--- src/rtl/filter_frame_ctrl_if.sv ---
// Control/stream bundle between a pixel source and filter_frame_ctrl.
// Optional macro FRAME_CNT_EN adds the frame_count field.
interface filter_frame_ctrl_if;
    logic        start;
    logic [31:0] image_width;
    logic [31:0] image_height;
    logic        pix_valid;
    logic        pix_ready;
    logic        reflesh;
    logic        busy;
    logic        out_valid;
    logic [9:0]  out_col;
    logic [9:0]  out_row;
    logic        frame_done;
    logic        err_size;
    logic        err_underrun;
`ifdef FRAME_CNT_EN
    logic [15:0] frame_count;
`endif

    modport master (
        output start, image_width, image_height, pix_valid,
        input  pix_ready, reflesh, busy, out_valid, out_col, out_row,
               frame_done, err_size, err_underrun
`ifdef FRAME_CNT_EN
        , input frame_count
`endif
    );

    modport slave (
        input  start, image_width, image_height, pix_valid,
        output pix_ready, reflesh, busy, out_valid, out_col, out_row,
               frame_done, err_size, err_underrun
`ifdef FRAME_CNT_EN
        , output frame_count
`endif
    );
endinterface

--- src/rtl/filter_frame_ctrl.sv ---
// Frame sequencer for the line-buffered OPE_SIZE x OPE_SIZE filter: gates one frame,
// pulses reflesh, tags full-window outputs. Optional macro FRAME_CNT_EN adds frame_count.
module filter_frame_ctrl #(
    parameter int OPE_SIZE    = 3,
    parameter int OPE_LATENCY = 2,
    parameter int MAX_WIDTH   = 1024
) (
    input  logic                 clk,
    input  logic                 rst,
    filter_frame_ctrl_if.slave   bus
);
    localparam int HALF = (OPE_SIZE - 1) / 2;
    localparam int FW   = (OPE_LATENCY > 1) ? $clog2(OPE_LATENCY) : 1;

    typedef enum logic [2:0] {
        S_IDLE,
        S_REFRESH,
        S_RUN,
        S_FLUSH,
        S_DONE
    } state_t;

    state_t      r_state;
    state_t      w_state_next;
    logic [31:0] r_width;
    logic [31:0] r_height;
    logic [9:0]  r_col;
    logic [9:0]  r_row;
    logic [FW-1:0] r_flush_cnt;

    logic r_pv [OPE_LATENCY];
    logic [9:0] r_pc [OPE_LATENCY];
    logic [9:0] r_pr [OPE_LATENCY];

    logic w_size_ok;
    logic w_accept;
    logic w_underrun;
    logic w_last_col;
    logic w_last_row;
    logic w_win;
    logic [9:0] w_tag_col;
    logic [9:0] w_tag_row;
    logic w_pix_ready;
    logic w_reflesh;
    logic w_err_size;
    logic w_err_underrun;
    logic w_frame_done;

    assign w_size_ok = (bus.image_width  >= 32'(OPE_SIZE)) && (bus.image_width  <= 32'(MAX_WIDTH)) &&
                       (bus.image_height >= 32'(OPE_SIZE)) && (bus.image_height <= 32'(MAX_WIDTH));
    assign w_accept   = (r_state == S_RUN) &&  bus.pix_valid;
    assign w_underrun = (r_state == S_RUN) && !bus.pix_valid;
    // Compare in 32 bits so an oversized latch can never alias onto the 10-bit counters.
    assign w_last_col = ({22'd0, r_col} == (r_width  - 32'd1));
    assign w_last_row = ({22'd0, r_row} == (r_height - 32'd1));
    assign w_win      = w_accept && (r_row >= 10'(OPE_SIZE - 1)) && (r_col >= 10'(OPE_SIZE - 1));
    assign w_tag_col  = r_col - 10'(HALF);
    assign w_tag_row  = r_row - 10'(HALF);

    always_ff @(posedge clk) begin
        if (rst) begin
            r_state <= S_IDLE;
        end else begin
            r_state <= w_state_next;
        end
    end

    always_comb begin
        w_state_next   = r_state;
        w_pix_ready    = 1'b0;
        w_reflesh      = 1'b0;
        w_err_size     = 1'b0;
        w_err_underrun = 1'b0;
        w_frame_done   = 1'b0;
        case (r_state)
            S_IDLE: begin
                if (bus.start) begin
                    if (w_size_ok) w_state_next = S_REFRESH;
                    else           w_err_size   = 1'b1;
                end
            end
            S_REFRESH: begin
                w_reflesh    = 1'b1;
                w_state_next = S_RUN;
            end
            S_RUN: begin
                w_pix_ready = 1'b1;
                if (bus.pix_valid) begin
                    if (w_last_col && w_last_row) w_state_next = S_FLUSH;
                end else begin
                    // The filter has no clock enable, so a gap corrupts its line buffers: abort.
                    w_err_underrun = 1'b1;
                    w_reflesh      = 1'b1;
                    w_state_next   = S_IDLE;
                end
            end
            S_FLUSH: begin
                if (r_flush_cnt == FW'(OPE_LATENCY - 1)) w_state_next = S_DONE;
            end
            S_DONE: begin
                w_frame_done = 1'b1;
                w_state_next = S_IDLE;
            end
            default: w_state_next = S_IDLE;
        endcase
    end

    always_ff @(posedge clk) begin
        if (rst) begin
            r_width     <= 32'd0;
            r_height    <= 32'd0;
            r_col       <= 10'd0;
            r_row       <= 10'd0;
            r_flush_cnt <= '0;
        end else begin
            if ((r_state == S_IDLE) && bus.start && w_size_ok) begin
                r_width  <= bus.image_width;
                r_height <= bus.image_height;
            end
            if (r_state == S_REFRESH) begin
                r_col <= 10'd0;
                r_row <= 10'd0;
            end else if (w_accept) begin
                if (w_last_col) begin
                    r_col <= 10'd0;
                    r_row <= r_row + 10'd1;
                end else begin
                    r_col <= r_col + 10'd1;
                end
            end
            if (r_state == S_FLUSH) r_flush_cnt <= r_flush_cnt + 1'b1;
            else                    r_flush_cnt <= '0;
        end
    end

    // Tag pipeline aligns the full-window flag with the operation stage's data_out.
    always_ff @(posedge clk) begin
        if (rst || w_underrun) begin
            for (int i = 0; i < OPE_LATENCY; i++) begin
                r_pv[i] <= 1'b0;
                r_pc[i] <= 10'd0;
                r_pr[i] <= 10'd0;
            end
        end else begin
            for (int i = OPE_LATENCY - 1; i > 0; i--) begin
                r_pv[i] <= r_pv[i-1];
                r_pc[i] <= r_pc[i-1];
                r_pr[i] <= r_pr[i-1];
            end
            r_pv[0] <= w_win;
            r_pc[0] <= w_tag_col;
            r_pr[0] <= w_tag_row;
        end
    end

    assign bus.pix_ready    = w_pix_ready;
    assign bus.reflesh      = w_reflesh;
    assign bus.busy         = (r_state != S_IDLE);
    assign bus.out_valid    = r_pv[OPE_LATENCY-1];
    assign bus.out_col      = r_pc[OPE_LATENCY-1];
    assign bus.out_row      = r_pr[OPE_LATENCY-1];
    assign bus.frame_done   = w_frame_done;
    assign bus.err_size     = w_err_size;
    assign bus.err_underrun = w_err_underrun;

`ifdef FRAME_CNT_EN
    logic [15:0] r_frame_count;

    always_ff @(posedge clk) begin
        if (rst)                    r_frame_count <= 16'd0;
        else if (r_state == S_DONE) r_frame_count <= r_frame_count + 16'd1;
    end

    assign bus.frame_count = r_frame_count;
`endif
endmodule

--- src/flat_wrapper.sv ---
// flat-port wrapper written by rule: the top's interface ports become plain ports
module filter_frame_ctrl_flat 
#(
    parameter int OPE_SIZE    = 3,
    parameter int OPE_LATENCY = 2,
    parameter int MAX_WIDTH   = 1024
)
  (clk, rst, bus_start, bus_image_width, bus_image_height, bus_pix_valid, bus_pix_ready, bus_reflesh, bus_busy, bus_out_valid, bus_out_col, bus_out_row, bus_frame_done, bus_err_size, bus_err_underrun);
  filter_frame_ctrl_if bus_i ();
  input  logic clk;
  input  logic rst;
  input wire logic [$bits(bus_i.start)-1:0] bus_start;
  input wire logic [$bits(bus_i.image_width)-1:0] bus_image_width;
  input wire logic [$bits(bus_i.image_height)-1:0] bus_image_height;
  input wire logic [$bits(bus_i.pix_valid)-1:0] bus_pix_valid;
  output wire logic [$bits(bus_i.pix_ready)-1:0] bus_pix_ready;
  output wire logic [$bits(bus_i.reflesh)-1:0] bus_reflesh;
  output wire logic [$bits(bus_i.busy)-1:0] bus_busy;
  output wire logic [$bits(bus_i.out_valid)-1:0] bus_out_valid;
  output wire logic [$bits(bus_i.out_col)-1:0] bus_out_col;
  output wire logic [$bits(bus_i.out_row)-1:0] bus_out_row;
  output wire logic [$bits(bus_i.frame_done)-1:0] bus_frame_done;
  output wire logic [$bits(bus_i.err_size)-1:0] bus_err_size;
  output wire logic [$bits(bus_i.err_underrun)-1:0] bus_err_underrun;
  assign bus_i.start = bus_start;
  assign bus_i.image_width = bus_image_width;
  assign bus_i.image_height = bus_image_height;
  assign bus_i.pix_valid = bus_pix_valid;
  assign bus_pix_ready = bus_i.pix_ready;
  assign bus_reflesh = bus_i.reflesh;
  assign bus_busy = bus_i.busy;
  assign bus_out_valid = bus_i.out_valid;
  assign bus_out_col = bus_i.out_col;
  assign bus_out_row = bus_i.out_row;
  assign bus_frame_done = bus_i.frame_done;
  assign bus_err_size = bus_i.err_size;
  assign bus_err_underrun = bus_i.err_underrun;
  filter_frame_ctrl #(.OPE_SIZE(OPE_SIZE), .OPE_LATENCY(OPE_LATENCY), .MAX_WIDTH(MAX_WIDTH)) u_core (.clk(clk), .rst(rst), .bus(bus_i));
endmodule
--- config.mk ---
export PLATFORM = sky130hd
export DESIGN_NAME = filter_frame_ctrl_flat
export DESIGN_NICKNAME = d
export VERILOG_FILES = /design/src/rtl/filter_frame_ctrl_if.sv /design/src/rtl/filter_frame_ctrl.sv /design/src/flat_wrapper.sv
export SDC_FILE = /design/constraint.sdc
export NUM_CORES = 1
export LEC_CHECK = 0
export BUFFER_PORTS_ARGS = -buffer_cell sky130_fd_sc_hd__buf_2
export CAP_MARGIN = 20
export CELL_PAD_IN_SITES_DETAIL_PLACEMENT = 0
export CELL_PAD_IN_SITES_GLOBAL_PLACEMENT = 1
export CORE_UTILIZATION = 45
export CTS_BUF_LIST = sky130_fd_sc_hd__clkbuf_4
export DETAILED_ROUTE_END_ITERATION = 8
export GPL_TIMING_DRIVEN = 0
export PLACE_DENSITY = 0.84
export SYNTH_ARGS = -nofsm -noshare
export SYNTH_HDL_FRONTEND = slang
export SYNTH_SLANG_ARGS = --single-unit
--- constraint.sdc ---
create_clock -name clk -period 3.83 [get_ports clk]
set_input_delay 0 -clock clk [delete_from_list [all_inputs] [get_ports clk]]
set_output_delay 0 -clock clk [all_outputs]
set_load 0.02 [all_outputs]
# Word-level counts from Yosys, hierarchy flattened
# Memory sizes are Yosys's and may differ from the RTL's.
# Cells that the tools add are included.
# word_totals
ff_bits,88
ramBits,42
input_bits,68
output_inout_bits,27
wordCells,81
n_memories,3
# classes
add_sub_neg,7
n_lt_le_gt_ge,6
eq_ne,10
mux,24
bitwise,7
n_reduce_logical,18
# mem_list
memory,depth,word_bits,read_ports,rd_ports_with_merged_regs,wr,line,source
u_core.r_pc,2,10,2,0,2,filter_frame_ctrl.sv:32,logic [9:0] r_pc [OPE_LATENCY];
u_core.r_pr,2,10,2,0,2,filter_frame_ctrl.sv:33,logic [9:0] r_pr [OPE_LATENCY];
u_core.r_pv,2,1,2,0,2,filter_frame_ctrl.sv:31,logic r_pv [OPE_LATENCY];
# op_table
op,n
equality test 10 x 32 -> 1 bit,2
>= comparator 32 x 2 -> 1 bit (second input constant),2
less-or-equal comparator 32 x 11 -> 1 bit (second input constant),2
subtractor 32 x 1 -> 32 bit (second input constant),2
two-way mux 10 bit,5
adder 10 x 1 -> 10 bit (second input constant),2
>= comparator 10 x 2 -> 1 bit (second input constant),2
subtractor 10 x 1 -> 10 bit (second input constant),2
two-way mux 3 bit,5
two-way mux 1 bit,12
one-hot mux 3 bit (4 select lines),1
logical AND 1 bit,10
equality test 3 x 2 -> 1 bit (second input constant),2
OR 1 bit,6
!= test 2 x 1 -> 1 bit (second input constant),2
AND reduction 4 bit,1
OR reduction 2 bit,2
equality test 3 x 1 -> 1 bit (second input constant),1
equality test 3 bit (second input constant),1
logical NOT 3 bit,1
!= test 3 bit (second input constant),1
nonzero test 3 bit,1
!= test 2 bit (second input constant),1
one-hot mux 1 bit (2 select lines),1
other kinds (5),5

# Longest topological paths before layout
# logic_depth
ltp_word,7
depth_mapped,12

# Least setup slack after synthesis
# Ideal clock, no wire load.
# synth_timing
kind,reg2reg
from,register u_core.r_width[2]
to,register u_core.r_row[4]
setup_ns,0.070
t_arrival_ns,3.000
required_ns,3.760
slack_ns,0.760
path_stages_with_launch,12
n_path_buf,4
cell_sequence,dfxtp_1 > buf_6 > or4_1 > clkbuf_2 > or4_4 > buf_6 > nor3_1 > xnor2_1 > nand4_2 > buf_6 > or4_1 > a21oi_1
# synth_via
elab_chain_cells,3
# synth_lines
item,line,source
from (decl),filter_frame_ctrl.sv:25,logic [31:0] r_width;
from (signal assigned),filter_frame_ctrl.sv:117,r_width <= bus.image_width;
subtractor 32 x 1 -> 32 bit,filter_frame_ctrl.sv:54,"assign w_last_col = ({22'd0, r_col} == (r_width - 32'd1));"
equality test 10 x 32 -> 1 bit,filter_frame_ctrl.sv:54,
AND reduction 2 bit (no line),--,
to (signal assigned),filter_frame_ctrl.sv:126,r_row <= r_row + 10'd1;
to (decl),filter_frame_ctrl.sv:28,logic [9:0] r_row;
# No other way between the ends.
# A chain may end at the register's enable or synchronous reset.

# Final worst setup path
# layout_timing
from,register u_core.r_width[0]
to,register u_core.r_row[4]
# Same word-level chain as after synthesis.

==> impl_results.md <==
* Outcome: completed
* CTS tree: done
* Largest net degree at the start of global routing at 17
* Fin Setup TNS at 0 ps
* Initial Utilization at 0.467
* Port Buffers at 94
* Startpoint types: flip-flop
* Worst Path Buf+Inv at 4
* Placed Instances at 983
* CP max stage delay at 460 ps
* H-Tree Depth at 4
* Detailed Place HPWL at 11.2 mm
* Vias in the first global route at 5281
* Non-filler cells, final at about 1000
* Least-Margin Pin Slew at 899 ps
* FP Rows at 42
* Crit. Startpoint: u_core.r_width[0]
* Max cap viols at 0
* Total power at 2.48 mW
* Multiplexer share of the synthesized area at 0.0420
* Adder-cell share of the synthesized area at 0.0160
* Leakage at 3.16 nW
* Critical path arrival at 3880 ps
* Total Routing Usage GR at 0.226
* DRT antenna net count at 0
* Clock skew at 17.6 ps
* Die area at 14400 um^2
* First-pass iteration count of the detailed router at 6
* Most frequent CP cell: clkbuf_1
* DRC at 0
* Worst Setup Slack, final at 382 ps
* Proportion of layout cells with a drive suffix above 1 at 0.195
* Clock Path Buffers at 2
* Post-synth EDFFs at 0
* Area growth from synthesis to layout at 20.3%
* Placement-stage cell area at 6950 um^2
* Critical-path cell with the highest stage delay: nor4_1
* Io pins at 95
* Cells after Synth at between 700 and 800
* Layout Utilization at 0.561
* Compound-Gate Fraction of Synth Area at 0.0840
* Final setup vio count at 0
* Via count at between 5000 and 6000
* First-pass GRT wire length at 25.4 mm
* Synth warn at 0
* Number of different library cells in the post-synthesis netlist at 59
* Prevailing post-synth register cell: dfxtp_1
* Std-Cell Core Area at 13400 um^2
* Post-synthesis simple-gate area fraction at 0.303
* Area contributors post-synth: dfxtp_1, and2_1, nor2_1, mux2i_1, nor3_1
* Yosys top cell area share at 0.416
* Critical path cell sequence: inv_1, ha_1, clkbuf_1, clkbuf_2, nand3_1, o21a_1, nor4_1, o2111ai_1, clkbuf_1, o31ai_1, a21oi_1
* RSZ-0062 raised after global routing: no
* ANT cells at 0
* Drt wl/cell at 14.7 um
* Syn Nets at 789
* Clk Latency, worst-skew pair at 550 ps
* Mapped Area at 6260 um^2
* CP top delay family: buffers and inverters
* R2R depth at 11
* Worst R2R End: u_core.r_row[4]
* Via density at around 5.4
* Count of pins over their slew limit at 0
* Fmax at 290 MHz
* Die H at 120 um
* Total CTS buffers at 17
* Crit path required time at 4260 ps
* Seq cells post-synth at 130
* Post-Synth XOR/XNOR Area at 0.0710
* Crit path depth at 11
* Final-report hold violation count at 0
* Cell taking the most area after synthesis: dfxtp_1
* Initial antenna violation count at 0
* Share of synthesized flip-flops with an asynchronous set or reset at 0
* Worst r2r src: u_core.r_width[0]
* Pre-CTS setup slack at 206 ps
* Max-slew headroom at 0.395
* Final #Nets at 930
* Initial drt markers at roughly 340
* Worst vdd ir at about 0.00015 V
* Sequential area share after synthesis at 0.416
* PwrDens at 330 nW/um^2
* Synthesized area per cell at 8.77 um^2
* Worst setup path endpoint: u_core.r_row[4]
* Kind of critical path: reg -> reg
* GRT Residual Overflow at 0
* Die width at 120 um
* Final Instance Area at 7520 um^2
* Period utilization at 0.900
* Final min period at 3450 ps
* CTS Sinks at 130
* Gpl congestion at approximately 0.89
* Hold WC Path Type: in -> reg
* Worst Hold Margin at 212 ps
* Clk slew on worst S/H paths at 110 ps
* Critical Path Fanout Max at 10
* Root buf cell: clkbuf_4
* Worst Setup End Kind: flip-flop
* Post-Route WL at 15.3 mm
* Setup slack, reg-to-reg at 380 ps
* Main combinational cell family by area after synthesis: simple AND/OR/NAND/NOR gates
worst min path at each step:
stage | slack (ps) | start | endpoint | cells past startpoint
after floorplan | 90 | bus_pix_valid | bus_err_underrun | 1
after global placement | 250 | bus_image_height[5] | u_core.r_height[5] | 3
after detailed placement | 260 | bus_image_height[5] | u_core.r_height[5] | 3
after CTS | 150 | bus_image_height[24] | u_core.r_state[0] | 8
after global routing | 220 | bus_image_height[24] | u_core.r_state[0] | 8
final | 210 | bus_image_height[24] | u_core.r_state[0] | 8
cell usage in the layout, fill, tap and decap left out, types with 20 or more instances in the layout:
master         count
mux2i_1           24
dfxtp_1          130
and2_1            63
buf_4             20
nor3_1            44
nor4_1            31
clkbuf_4          20
nand2_1           23
a21oi_1           23
buf_2             97
xnor2_1           25
nor2_1            75
dlygate4sd3_1     28
clkbuf_1          43
xor2_1            23
timing repair:
item | 4_1_cts | 5_1_grt
buffers inserted | 0 | 0
resized for setup | 0 | 3
hold endpoints to repair | 28 | 0
setup endpoints to repair | 0 | 11
hold buffers | 28 | 0
layout make-up:
| class | instances | area, um^2 |
|---|---|---|
| clock inverters | 11 | 139 |
| clock buffers | 20 | 150 |
| well taps | 176 | 220 |
| repair buffers | 122 | 751 |
| inverters | 15 | 56.3 |
| multi-input cells | 497 | 3230 |
| plain buffers | 71 | 370 |
| flip-flops and latches | 130 | 2600 |
| fillers | 1217 | 5880 |
Yosys cell counts, types with 2 or more instances:
master	count
a211oi_1	2
a21oi_1	23
a31oi_1	5
a32oi_1	2
and2_1	63
and3_1	5
and4_1	4
buf_2	3
buf_4	20
buf_6	3
clkbuf_1	44
dfxtp_1	130
ha_1	8
inv_1	15
mux2_2	2
mux2i_1	24
nand2_1	23
nand2b_1	4
nand3_1	17
nand3b_1	5
nand4_1	17
nand4b_1	4
nor2_1	75
nor3_1	44
nor4_1	31
nor4b_1	4
nor4b_4	2
o2111ai_1	3
o21a_1	2
o21ai_0	17
o21bai_1	2
o31a_1	2
o31ai_1	12
or2_2	4
or3_1	8
or4_1	15
xnor2_1	25
xor2_1	23
tightest hold or removal path, cell delays in order:
cell and delay, ps:
buf_2 80, nor2_1 30, nand4_1 60, nor4b_1 70, nand4_1 210, o211ai_1 120
nand2_1 80, o31ai_1 60
registers in the layout, summed over array words and instances (netlist names):
signal              cells
u_core.r_state          3
u_core.r_pc            20
u_core.r_row           10
u_core.r_pv             2
u_core.r_col           10
u_core.r_height        32
u_core.r_width         32
u_core.r_flush_cnt      1
u_core.r_pr            20
report_power, final:
| part | internal (mW) | leakage [nW] | switching (mW) |
|---|---|---|---|
| logic | 0.0788 | 1.94 | 0.0743 |
| registers | 1.37 | 1.06 | 0.00450 |
| clock network | 0.465 | 0.158 | 0.485 |
metal layers:
layer	track usage	vias up	part of all wire
met5	0	-	0
met1	0.282	2612	0.44
met4	0.0945	0	0.027
li1	-	2786	-
met3	0.0528	35	0.059
met2	0.372	226	0.47
cells by family (layout without fill, tap and decap cells):
kind of cell	Yosys count	after routing
mux	26	26
flops	130	130
compound gates	81	81
xor+xnor	49	49
buf+inv	86	239
fa+ha+maj	8	8
simple gates	333	333
Note: power is estimated with default switching activity, not from simulation.
